`src/rtl/lc3_mem_arbiter.sv`:
```
//------------------------------------------------------------------------------
// Module      : lc3_mem_arbiter
// Description : Shares one LC-3 memory port between the fetch and data
//               requesters, using round-robin grants and an access timeout.
// Revision    : 1.0 - initial release
//------------------------------------------------------------------------------
`default_nettype none

module lc3_mem_arbiter #(
    parameter int TIMEOUT = 16,
    parameter int AW      = 16,
    parameter int DW      = 16
) (
    input  logic          clk,
    input  logic          rst_n,
    input  logic          if_req,
    input  logic [AW-1:0] if_addr,
    output logic          if_done,
    input  logic          d_req,
    input  logic          d_we,
    input  logic [AW-1:0] d_addr,
    input  logic [DW-1:0] d_wdata,
    output logic          d_done,
    output logic [DW-1:0] rdata,
    output logic          err,
    output logic          mem_en,
    output logic          mem_we,
    output logic [AW-1:0] mem_addr,
    output logic [DW-1:0] mem_wdata,
    input  logic [DW-1:0] mem_rdata,
    input  logic          mem_complete,
    output logic          busy,
    output logic          owner
);

    localparam int              CNT_W   = (TIMEOUT > 1) ? $clog2(TIMEOUT) : 1;
    localparam logic [CNT_W-1:0] TO_LAST = CNT_W'((TIMEOUT > 0) ? TIMEOUT - 1 : 0);

    typedef enum logic [1:0] {
        S_IDLE   = 2'd0,
        S_ACCESS = 2'd1,
        S_RESP   = 2'd2
    } state_t;

    state_t          state_q,     state_d;
    logic            prio_q,      prio_d;
    logic            owner_q,     owner_d;
    logic            mem_en_q,    mem_en_d;
    logic            mem_we_q,    mem_we_d;
    logic [AW-1:0]   mem_addr_q,  mem_addr_d;
    logic [DW-1:0]   mem_wdata_q, mem_wdata_d;
    logic [DW-1:0]   rdata_q,     rdata_d;
    logic            err_q,       err_d;
    logic            if_done_q,   if_done_d;
    logic            d_done_q,    d_done_d;
    logic            busy_q,      busy_d;
    logic [CNT_W-1:0] cnt_q,      cnt_d;

    logic w_grant_data;
    logic w_timeout;

    // prio_q = 1 means the data side wins a tie
    assign w_grant_data = d_req & (~if_req | prio_q);
    assign w_timeout    = (TIMEOUT != 0) && (cnt_q == TO_LAST);

    always_ff @(posedge clk or negedge rst_n) begin
        if (!rst_n) begin
            state_q     <= S_IDLE;
            prio_q      <= 1'b1;
            owner_q     <= 1'b0;
            mem_en_q    <= 1'b0;
            mem_we_q    <= 1'b0;
            mem_addr_q  <= '0;
            mem_wdata_q <= '0;
            rdata_q     <= '0;
            err_q       <= 1'b0;
            if_done_q   <= 1'b0;
            d_done_q    <= 1'b0;
            busy_q      <= 1'b0;
            cnt_q       <= '0;
        end else begin
            state_q     <= state_d;
            prio_q      <= prio_d;
            owner_q     <= owner_d;
            mem_en_q    <= mem_en_d;
            mem_we_q    <= mem_we_d;
            mem_addr_q  <= mem_addr_d;
            mem_wdata_q <= mem_wdata_d;
            rdata_q     <= rdata_d;
            err_q       <= err_d;
            if_done_q   <= if_done_d;
            d_done_q    <= d_done_d;
            busy_q      <= busy_d;
            cnt_q       <= cnt_d;
        end
    end

    always_comb begin
        state_d     = state_q;
        prio_d      = prio_q;
        owner_d     = owner_q;
        mem_en_d    = mem_en_q;
        mem_we_d    = mem_we_q;
        mem_addr_d  = mem_addr_q;
        mem_wdata_d = mem_wdata_q;
        rdata_d     = rdata_q;
        err_d       = err_q;
        if_done_d   = 1'b0;
        d_done_d    = 1'b0;
        busy_d      = busy_q;
        cnt_d       = cnt_q;

        case (state_q)
            S_IDLE: begin
                if (if_req || d_req) begin
                    owner_d     = w_grant_data;
                    mem_addr_d  = w_grant_data ? d_addr : if_addr;
                    mem_we_d    = w_grant_data & d_we;
                    mem_wdata_d = w_grant_data ? d_wdata : '0;
                    mem_en_d    = 1'b1;
                    busy_d      = 1'b1;
                    prio_d      = ~w_grant_data;
                    cnt_d       = '0;
                    state_d     = S_ACCESS;
                end
            end
            S_ACCESS: begin
                cnt_d = cnt_q + 1'b1;
                // A completion on the timeout cycle still counts as success
                if (mem_complete) begin
                    rdata_d   = mem_rdata;
                    err_d     = 1'b0;
                    mem_en_d  = 1'b0;
                    if_done_d = ~owner_q;
                    d_done_d  = owner_q;
                    state_d   = S_RESP;
                end else if (w_timeout) begin
                    rdata_d   = '0;
                    err_d     = 1'b1;
                    mem_en_d  = 1'b0;
                    if_done_d = ~owner_q;
                    d_done_d  = owner_q;
                    state_d   = S_RESP;
                end
            end
            S_RESP: begin
                err_d   = 1'b0;
                busy_d  = 1'b0;
                state_d = S_IDLE;
            end
            default: begin
                state_d = S_IDLE;
            end
        endcase
    end

    assign if_done   = if_done_q;
    assign d_done    = d_done_q;
    assign rdata     = rdata_q;
    assign err       = err_q;
    assign mem_en    = mem_en_q;
    assign mem_we    = mem_we_q;
    assign mem_addr  = mem_addr_q;
    assign mem_wdata = mem_wdata_q;
    assign busy      = busy_q;
    assign owner     = owner_q;

endmodule

`default_nettype wire

```
`config.mk`:
```
export PLATFORM = sky130hd
export DESIGN_NAME = lc3_mem_arbiter
export DESIGN_NICKNAME = d
export VERILOG_FILES = /design/src/rtl/lc3_mem_arbiter.sv
export SDC_FILE = /design/constraint.sdc
export NUM_CORES = 1
export LEC_CHECK = 0
export CAP_MARGIN = 10
export CORE_MARGIN = 5
export CORE_UTILIZATION = 36
export CTS_BUF_LIST = sky130_fd_sc_hd__clkbuf_8
export DETAILED_ROUTE_END_ITERATION = 6
export DONT_BUFFER_PORTS = 1
export SLEW_MARGIN = 20
export SYNTH_ARGS = -nofsm -noshare
export SYNTH_HDL_FRONTEND = slang
export SYNTH_SLANG_ARGS = --single-unit
```
`constraint.sdc`:
```
create_clock -name clk -period 1.7 [get_ports clk]
set_input_delay 0.34 -clock clk [delete_from_list [all_inputs] [get_ports clk]]
set_output_delay 0.34 -clock clk [all_outputs]
set_load 0.01 [all_outputs]
```
==> impl_metrics.yaml, run 1 <==
synth:
  syn_avg_cell_area_um2: 13.5
  synthCells: 184
  yosys.area.top_type_share_pct: 61.6
  synth_edf_count: 0
  syn_area_mm2: 0.00248
  synthFlopType: "dfrtp_1"
  synth.largest_area_cell: "dfrtp_1"
  ys_ff_latch: 62
  synth-seq-area-share_pct: 62.6
  synth_fp_nets: 255
  synth_commonest_cells: "dfrtp_1 (61), a22o_1 (33), o21a_1 (17)"
  post_synth_num_cell_types: 30
  async_flop_share_pct: 100
  post-synth-top-count-cell: "dfrtp_1"
  synthTopCellsByArea: "dfrtp_1 (62%), a22o_1 (12%), a221o_1 (6.5%)"
  yosys_warnings: 0
pwr:
  p_int_mw: 3.59
  ir_drop_v: 0.000683
  pwr-share-comb_pct: 26.6
  pwr-share-seq_pct: 53.2
  netSwitchingFraction_pct: 35.5
  power_frac_clock_pct: 20.3
  total_power_mw: 5.56
  p_leak_nw: 1.25
  switchingPower_mw: 1.98
  p_per_area_mw_per_mm2: 2050
clocking:
  root_buffer: "clkbuf_8"
  clk_path_buf_depth: 2
  clk_pin_slew_worst_paths_ns: 0.06
  cts_buffers: 9
  insertion_delay_ns: 0.32
  h-tree-depth: 3
  tritoncts: "yes"
  cts_sinks: 62
final_layout:
  drive_gt1_share_pct: 11.6
  fin_nets: 257
  synthToLayoutAreaGrowth_pct: 9.59
  stdcell_count: 269
  diodes: 0
critical_path:
  worstSetupStartpointType: "flip-flop"
  slowest_stage: "or2_1"
  crit_family: "compound AO/OA/AOI/OAI gates"
  max_stage_delay_ns: 0.48
  worstPathCellList: "or2_1 > o21a_1 > a221o_1"
  cp-end-kind: "flip-flop"
  path_max_fanout: 19
  cp.buffers_inverters: 0
  crit_required_ns: 1.90
  arrival_ns: 1.77
  crit_type: "flip-flop to flip-flop"
die:
  core_area_mm2: 0.00676
  die_h_um: 93.0
  start_util_pct: 36.7
  io_pins: 125
  dieWidth_um: 93.0
  rows: 30
  die_area_mm2: 0.00865
sta:
  finalHoldViolCount: 62
  slew_headroom_pct: 55.4
  rsz0062_at_grt: "no"
  tightest_slew_ns: 0.668
  hold-worst-slack_ns: -0.290
  setup_tns_ns: 0
  fmax_mhz: 636
  slew_violations: 0
  final-setup-viol-count: 0
  post-route-min-period_ns: 1.57
  min_period_over_period_pct: 92.5
  clock_skew_ns: 0.0104
global_routing:
  grt_max_degree: 63
  grt_pass1_wl_um: 8620
  track_usage_pct: 13.1
  grt_pass1_vias: 1619
  grt-ovfl-total: 0
  antenna_found_initial: 0
place:
  place_congestion: 0.732
  portBuffers: 0
  dp.cells: 255
  dp_hpwl_um: 3910
drt:
  drt-initial-drc-count: 69
  routedWlPerCell_um: 20.6
  via_count: 1567
  drc: 0
  viasPerCell: 5.83
  ant_nets: 0
  drtPass1Iterations: 4
  wl_um: 5550
run:
  drv_cap: 0
hold_path:
  hp-class: "primary input to asynchronous set/reset pin"
outcome:
  violations: "hold timing"
  status: "finished with violations"
[per-layer routing]
metal  up-vias  track usage, %  wire length [um]
met4         0            5.98               101
met2        58            20.6              2810
met1       794            15.8              2250
li1        709               -                 -
met5         -               0                 0
met3         6            5.07               389
[area by class of cell]
class	count	area, um2
clock buffers	12	165
clock inverters	2	8.76
fillers	633	4040
inverters	2	7.51
multi-input cells	106	821
flip-flops and latches	62	1550
well taps	80	100
repair buffers	5	62.6
[through the flow]
stage / utilization, % / area [um2] / worst slack [ns]
final: 40.2 / 2720 / 0.128
after global routing: 40.2 / 2720 / 0.0163
after CTS: 40.2 / 2720 / 0.123
after detailed placement: 37.6 / 2540 / 0.141
after global placement: 37.6 / 2540 / 0.168
after floorplan: - / 2480 / 0.255
[state kept, by name, summed over array words and instances (netlist names)]
name       cells
mem_we         1
mem_addr      16
owner          1
cnt_q          4
if_done        1
mem_en         1
prio_q         1
state_q        2
busy           1
mem_wdata     16
d_done         1
rdata         16
err            1
[final timing paths]
check / from / end / slack, ns / depth (start not counted)
max: state_q[1] / mem_addr[11] / 0.13 / 3
min: rst_n / mem_addr[8] / -0.29 / 0
max reg2reg: state_q[1] / mem_addr[11] / 0.13 / 3
min reg2reg: cnt_q[3] / cnt_q[3] / 0.51 / 1
max in group asynchronous: rst_n / prio_q / 1.80 / 0
min in group clk: mem_rdata[2] / rdata[2] / 0.15 / 1
[cells by family after synthesis]
| family | count (synthesis) | share of synthesized area [%] |
|---|---|---|
| buffers and inverters | 16 | 4.29 |
| adders and majority gates | 1 | 0.504 |
| AOI/OAI and AO/OA | 79 | 26.6 |
| and+or+nand+nor | 25 | 5.55 |
| muxes | 1 | 0.404 |
| DFF | 62 | 62.6 |
[layout by cell type, fill, tap and decap left out, drive strengths merged]
master,count
dfrtp,61
a22o,33
o21a,17
a221o,16
clkbuf,12
o21ai,7
nand2,6
buf,5
and3,4
nor2,4
inv,3
a21o,3
nand2b,2
nor3b,2
nand3,2
and2b,1
a31o,1
a311o,1
or2,1
o211ai,1
and2,1
nor2b,1
nand4,1
mux2i,1
ha,1
clkinv,1
dfstp,1
[power by group through the flow]
stage          clock network [mW]  logic (mW)  registers (mW)
6_report                     1.13        1.48            2.96
5_1_grt                      1.25        1.66            3.05
4_1_cts                      1.18        1.50            2.98
3_5_place_dp                    0        1.51            2.99
3_3_place_gp                    0        1.46            3.00
2_1_floorplan                   0        1.32            2.83
[repair_timing]
item                                    in CTS  in global routing
hold endpoints to repair                    62                 62
setup buffers                                0                  0
endpoints found under the setup margin       0                  0
gates resized for setup                      0                  0
Note: power is estimated with default switching activity, not from simulation.
==> run 2, diff against run 1 <==
==> constraint.sdc (replaced) <==
create_clock -name clk -period 1.7 [get_ports clk]
set_input_delay 0.255 -clock clk [delete_from_list [all_inputs] [get_ports clk]]
set_output_delay 0.255 -clock clk [all_outputs]
set_load 0.01 [all_outputs]
==> run 2 against run 1 <==
  * The flow still finishes with violations (hold timing)
  * Clock skew shrank 0.0037 ns
  * Utilization stayed put
  * Maximum frequency rose by 0.96%
  * Design area is the same
  * Combinational power is essentially flat
  * Hold slack got worse by 0.087 ns
  * Via count down 3.2%
  * Flip-flop and latch count unchanged
  * Final cell count grew 0.37%
  * Register-to-register slack gained 0.02 ns
  * Routed wire length rose by 1.5%
==> impl_metrics.yaml, run 2 (synthesis results as in run 1) <==
global_routing:
  grt_pass1_wl_um: 8930
  antenna_found_initial: 0
  track_usage_pct: 13.5
  grt_max_degree: 63
  grt-ovfl-total: 0
  grt_pass1_vias: 1643
sta:
  rsz0062_at_grt: "no"
  tightest_slew_ns: 0.640
  setup_tns_ns: 0
  fmax_mhz: 642
  hold-worst-slack_ns: -0.377
  min_period_over_period_pct: 91.6
  slew_headroom_pct: 57.3
  final-setup-viol-count: 0
  slew_violations: 0
  clock_skew_ns: 0.00671
  finalHoldViolCount: 62
  post-route-min-period_ns: 1.56
die:
  rows: 30
  core_area_mm2: 0.00676
  die_area_mm2: 0.00865
  dieWidth_um: 93.0
  io_pins: 125
  start_util_pct: 36.7
  die_h_um: 93.0
drt:
  routedWlPerCell_um: 20.9
  drt-initial-drc-count: 68
  via_count: 1517
  ant_nets: 0
  viasPerCell: 5.62
  wl_um: 5630
  drc: 0
  drtPass1Iterations: 6
pwr:
  switchingPower_mw: 1.99
  netSwitchingFraction_pct: 35.4
  ir_drop_v: 0.000672
  p_int_mw: 3.63
  p_per_area_mw_per_mm2: 2070
  pwr-share-comb_pct: 26.3
  pwr-share-seq_pct: 52.6
  p_leak_nw: 1.25
  power_frac_clock_pct: 21.0
outcome:
  status: "finished with violations"
  violations: "hold timing"
final_layout:
  diodes: 0
  layout_commonest_cell: "dfrtp_1"
  fin_nets: 257
  final_cell_mix: "dfrtp_1 (61), a22o_1 (33), o21a_1 (17)"
  fin_area_mm2: 0.00272
  synthToLayoutAreaGrowth_pct: 9.59
  multiInputGateArea_um2: 821
  drive_gt1_share_pct: 11.6
  regArea_mm2: 0.00155
  stdcell_count: 270
  nFillCells: 636
critical_path:
  crit_required_ns: 1.95
  worstSetupStartpointType: "flip-flop"
  crit_type: "flip-flop to flip-flop"
  cp-end-kind: "flip-flop"
  path_max_fanout: 16
  arrival_ns: 1.81
clocking:
  cts_buffers: 9
  post_cts_buffers: 0
  post_cts_resized: 0
  cts_sinks: 62
  tritoncts: "yes"
  insertion_delay_ns: 0.32
  root_buffer: "clkbuf_8"
  clk_path_buf_depth: 2
  clk_pin_slew_worst_paths_ns: 0.06
  h-tree-depth: 3
place:
  place_congestion: 0.730
  portBuffers: 0
  dp_hpwl_um: 3990
  placed_cell_area_mm2: 0.00253
  dp.cells: 255
hold_path:
  hp-class: "primary input to asynchronous set/reset pin"
run:
  drv_cap: 0
## run 2: changes by cell type in the layout (fill, tap and decap cells not counted), sizes merged
cell,change
clkbuf,+1
clkinv,-1
inv,+1
## run 2: cell type report
cell class | count | area share (%)
timing repair buffer | 5 | 1.84
clock inverter | 2 | 0.276
multi-input combinational | 106 | 30.2
sequential | 62 | 57.1
tap | 80 | 3.68
clock buffer | 13 | 6.58
inverter | 2 | 0.276
## run 2: worst paths after layout
check | start | end | slack, ns | cells past startpoint
max | state_q[1] | rdata[15] | 0.14 | 3
min in group clk | mem_rdata[1] | rdata[1] | 0.06 | 1
min reg2reg | prio_q | prio_q | 0.52 | 1
min | rst_n | mem_wdata[4] | -0.38 | 0
max in group asynchronous | rst_n | prio_q | 1.89 | 0
max reg2reg | state_q[1] | rdata[15] | 0.14 | 3
## run 2: layer usage
metal,up-vias,GRT usage (%),wire length (um)
li1,708,-,-
met1,742,16.2,2280
met2,57,22.0,2870
met3,10,3.54,364
met4,0,7.69,123
met5,-,0,0
## run 2: metrics by stage
step,util (%),setup slack [ns],power [mW]
6_report,40.2,0.143,5.62
5_1_grt,40.2,0.00607,6.00
4_1_cts,40.2,0.128,5.72
3_5_place_dp,37.5,0.154,4.49
3_3_place_gp,37.5,0.165,4.46
2_1_floorplan,-,0.255,4.16
## run 2: critical path, cell delays in order (launching register included)
cell and delay [ns]:
dfrtp_1 0.43, and2b_1 0.31, and2_1 0.51, a22o_1 0.23
## run 2: power by group through the flow
stage	logic [mW]	registers (mW)	clock network (mW)
finish	1.48	2.96	1.18
global route	1.67	3.05	1.28
CTS	1.50	2.98	1.24
detailed placement	1.51	2.99	0
global placement	1.46	3.00	0
floorplan	1.32	2.83	0
==> run 3, diff against run 2 <==
--- a/config.mk
+++ b/config.mk
@@ -11,6 +11,8 @@
 export CTS_BUF_LIST = sky130_fd_sc_hd__clkbuf_8
 export DETAILED_ROUTE_END_ITERATION = 6
 export DONT_BUFFER_PORTS = 1
+export GPL_TIMING_DRIVEN = 0
+export HOLD_SLACK_MARGIN = 0.12
 export SLEW_MARGIN = 20
 export SYNTH_ARGS = -nofsm -noshare
 export SYNTH_HDL_FRONTEND = slang
==> constraint.sdc (replaced) <==
create_clock -name clk -period 1.68 [get_ports clk]
set_input_delay 0.252 -clock clk [delete_from_list [all_inputs] [get_ports clk]]
set_output_delay 0.252 -clock clk [all_outputs]
set_load 0.01 [all_outputs]
==> run 3 against run 2 <==
  * The flow still finishes with violations (hold timing)
  * Clock power is 6% lower
  * Routed wire length grew 24%
  * Sequential share of layout area decreased by 11 points
  * Power increased by 5.5%
  * Die area unchanged
  * Register-to-register slack worse by 0.04 ns
  * Via count grew 29%
  * Combinational power is 20% higher
  * Worst setup slack worse by 0.039 ns
  * Flip-flop and latch count unchanged
  * Critical path type unchanged
  * Critical endpoint is now rdata[10]
==> impl_metrics.yaml, run 3 (synthesis results as in run 1) <==
global_routing:
  grt_pass1_wl_um: 10700
  grt_max_degree: 63
  grt_use_met1_pct: 17.5
  track_usage_pct: 16.2
  antenna_found_initial: 0
  busiest_layer: "met2"
  grt-ovfl-total: 0
  grt_pass1_vias: 2131
  grt.met3_usage_pct: 3.94
  grt_use_met2_pct: 27.6
pwr:
  pwr-share-seq_pct: 51.4
  p_leak_nw: 1.56
  p_per_area_mw_per_mm2: 1740
  netSwitchingFraction_pct: 36.6
  switchingPower_mw: 2.17
  ir_drop_v: 0.000676
  pwr-share-comb_pct: 29.8
  power_frac_clock_pct: 18.8
  p_int_mw: 3.76
final_layout:
  diodes: 0
  layout_commonest_cell: "dlygate4sd3_1"
  nFillCells: 604
  final_cell_mix: "dlygate4sd3_1 (65), dfrtp_1 (61), a22o_1 (33)"
  drive_gt1_share_pct: 11.4
  fin_nets: 331
  synthToLayoutAreaGrowth_pct: 37.1
  multiInputGateArea_um2: 821
  regArea_mm2: 0.00155
critical_path:
  arrival_ns: 1.84
  r2r-start: "cnt_q[0]"
  cp-end-kind: "flip-flop"
  crit_type: "flip-flop to flip-flop"
  path_max_fanout: 10
  startpoint: "cnt_q[0]"
  worstSetupStartpointType: "flip-flop"
  crit_required_ns: 1.94
die:
  die_h_um: 93.0
  rows: 30
  start_util_pct: 36.7
  io_pins: 125
  core_area_mm2: 0.00676
  die_area_mm2: 0.00865
  dieWidth_um: 93.0
outcome:
  violations: "hold timing"
  status: "finished with violations"
sta:
  min_period_over_period_pct: 93.8
  hold-worst-slack_ns: -0.392
  tightest_slew_ns: 0.460
  rsz0062_at_grt: "no"
  clock_skew_ns: 0.00818
  slew_headroom_pct: 69.3
  fmax_mhz: 634
  slew_violations: 0
  setup_tns_ns: 0
  final-setup-viol-count: 0
  post-route-min-period_ns: 1.58
  finalHoldViolCount: 62
  worst_slack_ns: 0.104
clocking:
  tritoncts: "yes"
  cts_buffers: 9
  h-tree-depth: 3
  clk_pin_slew_worst_paths_ns: 0.07
  cts_hold_buf: 65
  cts_sinks: 62
  root_buffer: "clkbuf_8"
  insertion_delay_ns: 0.33
  post_cts_buffers: 0
  clk_path_buf_depth: 2
drt:
  ant_nets: 0
  drtPass1Iterations: 5
  drc: 0
  routedWlPerCell_um: 20.2
  wl_um: 6970
  drt-initial-drc-count: 125
  via_count: 1957
  viasPerCell: 5.69
place:
  place_ws_ns: 0.103
  place_congestion: 0.745
  dp_hpwl_um: 4160
  portBuffers: 0
hold_path:
  hp-class: "primary input to asynchronous set/reset pin"
run:
  drv_cap: 0
-- run 3: routing by layer --
layer,wire length (um),vias up
met4,252,0
met3,443,25
met1,2520,983
met2,3750,93
li1,-,856
met5,0,-
-- run 3: final timing paths --
kind	endpoint	slack, ns	cells after the start
setup reg to reg	rdata[10]	0.10	5
hold reg to reg	prio_q	0.52	1
max in group asynchronous	prio_q	1.89	0
setup / recovery	rdata[10]	0.10	5
hold / removal	mem_addr[12]	-0.39	0
min in group clk	state_q[0]	0.15	2
-- run 3: layout make-up --
| cell class | instances | area share (%) |
|---|---|---|
| flip-flops and latches | 62 | 45.7 |
| inverters | 2 | 0.221 |
| clock inverters | 4 | 0.478 |
| well taps | 80 | 2.94 |
| plain buffers | 14 | 2.98 |
| multi-input cells | 106 | 24.1 |
| repair buffers | 65 | 19.1 |
| clock buffers | 11 | 4.45 |
-- run 3: critical path, stage by stage, from the launching register on --
cell and delay, ns:
dfrtp_1 0.41, ha_1 0.25, a31o_2 0.23, nand2_2 0.19, buf_2 0.25, a22o_1 0.18
-- run 3: power groups by stage --
| stage | combinational (mW) | sequential, mW | clock, mW |
|---|---|---|---|
| global route | 1.93 | 3.12 | 1.22 |
| detailed placement | 1.62 | 3.04 | 0 |
| finish | 1.77 | 3.05 | 1.11 |
| CTS | 1.74 | 3.03 | 1.15 |
| floorplan | 1.34 | 2.87 | 0 |
| global placement | 1.56 | 3.05 | 0 |
-- run 3: metrics by stage --
| step | utilization, % | std cells | instance area, um2 | total power, mW | hold slack (ns) |
|---|---|---|---|---|---|
| after floorplan | - | 184 | 2480 | 4.20 | -0.0436 |
| after global placement | 38.2 | 264 | 2580 | 4.61 | -0.0424 |
| after detailed placement | 38.2 | 264 | 2580 | 4.66 | -0.0421 |
| after CTS | 50.3 | 344 | 3400 | 5.92 | -0.408 |
| after global routing | 50.3 | 344 | 3400 | 6.27 | -0.414 |
| final | 50.3 | 344 | 3400 | 5.93 | -0.392 |
-- run 3: what timing repair did --
item / 4_1_cts / 5_1_grt
endpoints found under the setup margin: 0 / 17
endpoints found under the hold margin: 111 / 62
gates resized for setup: 0 / 4
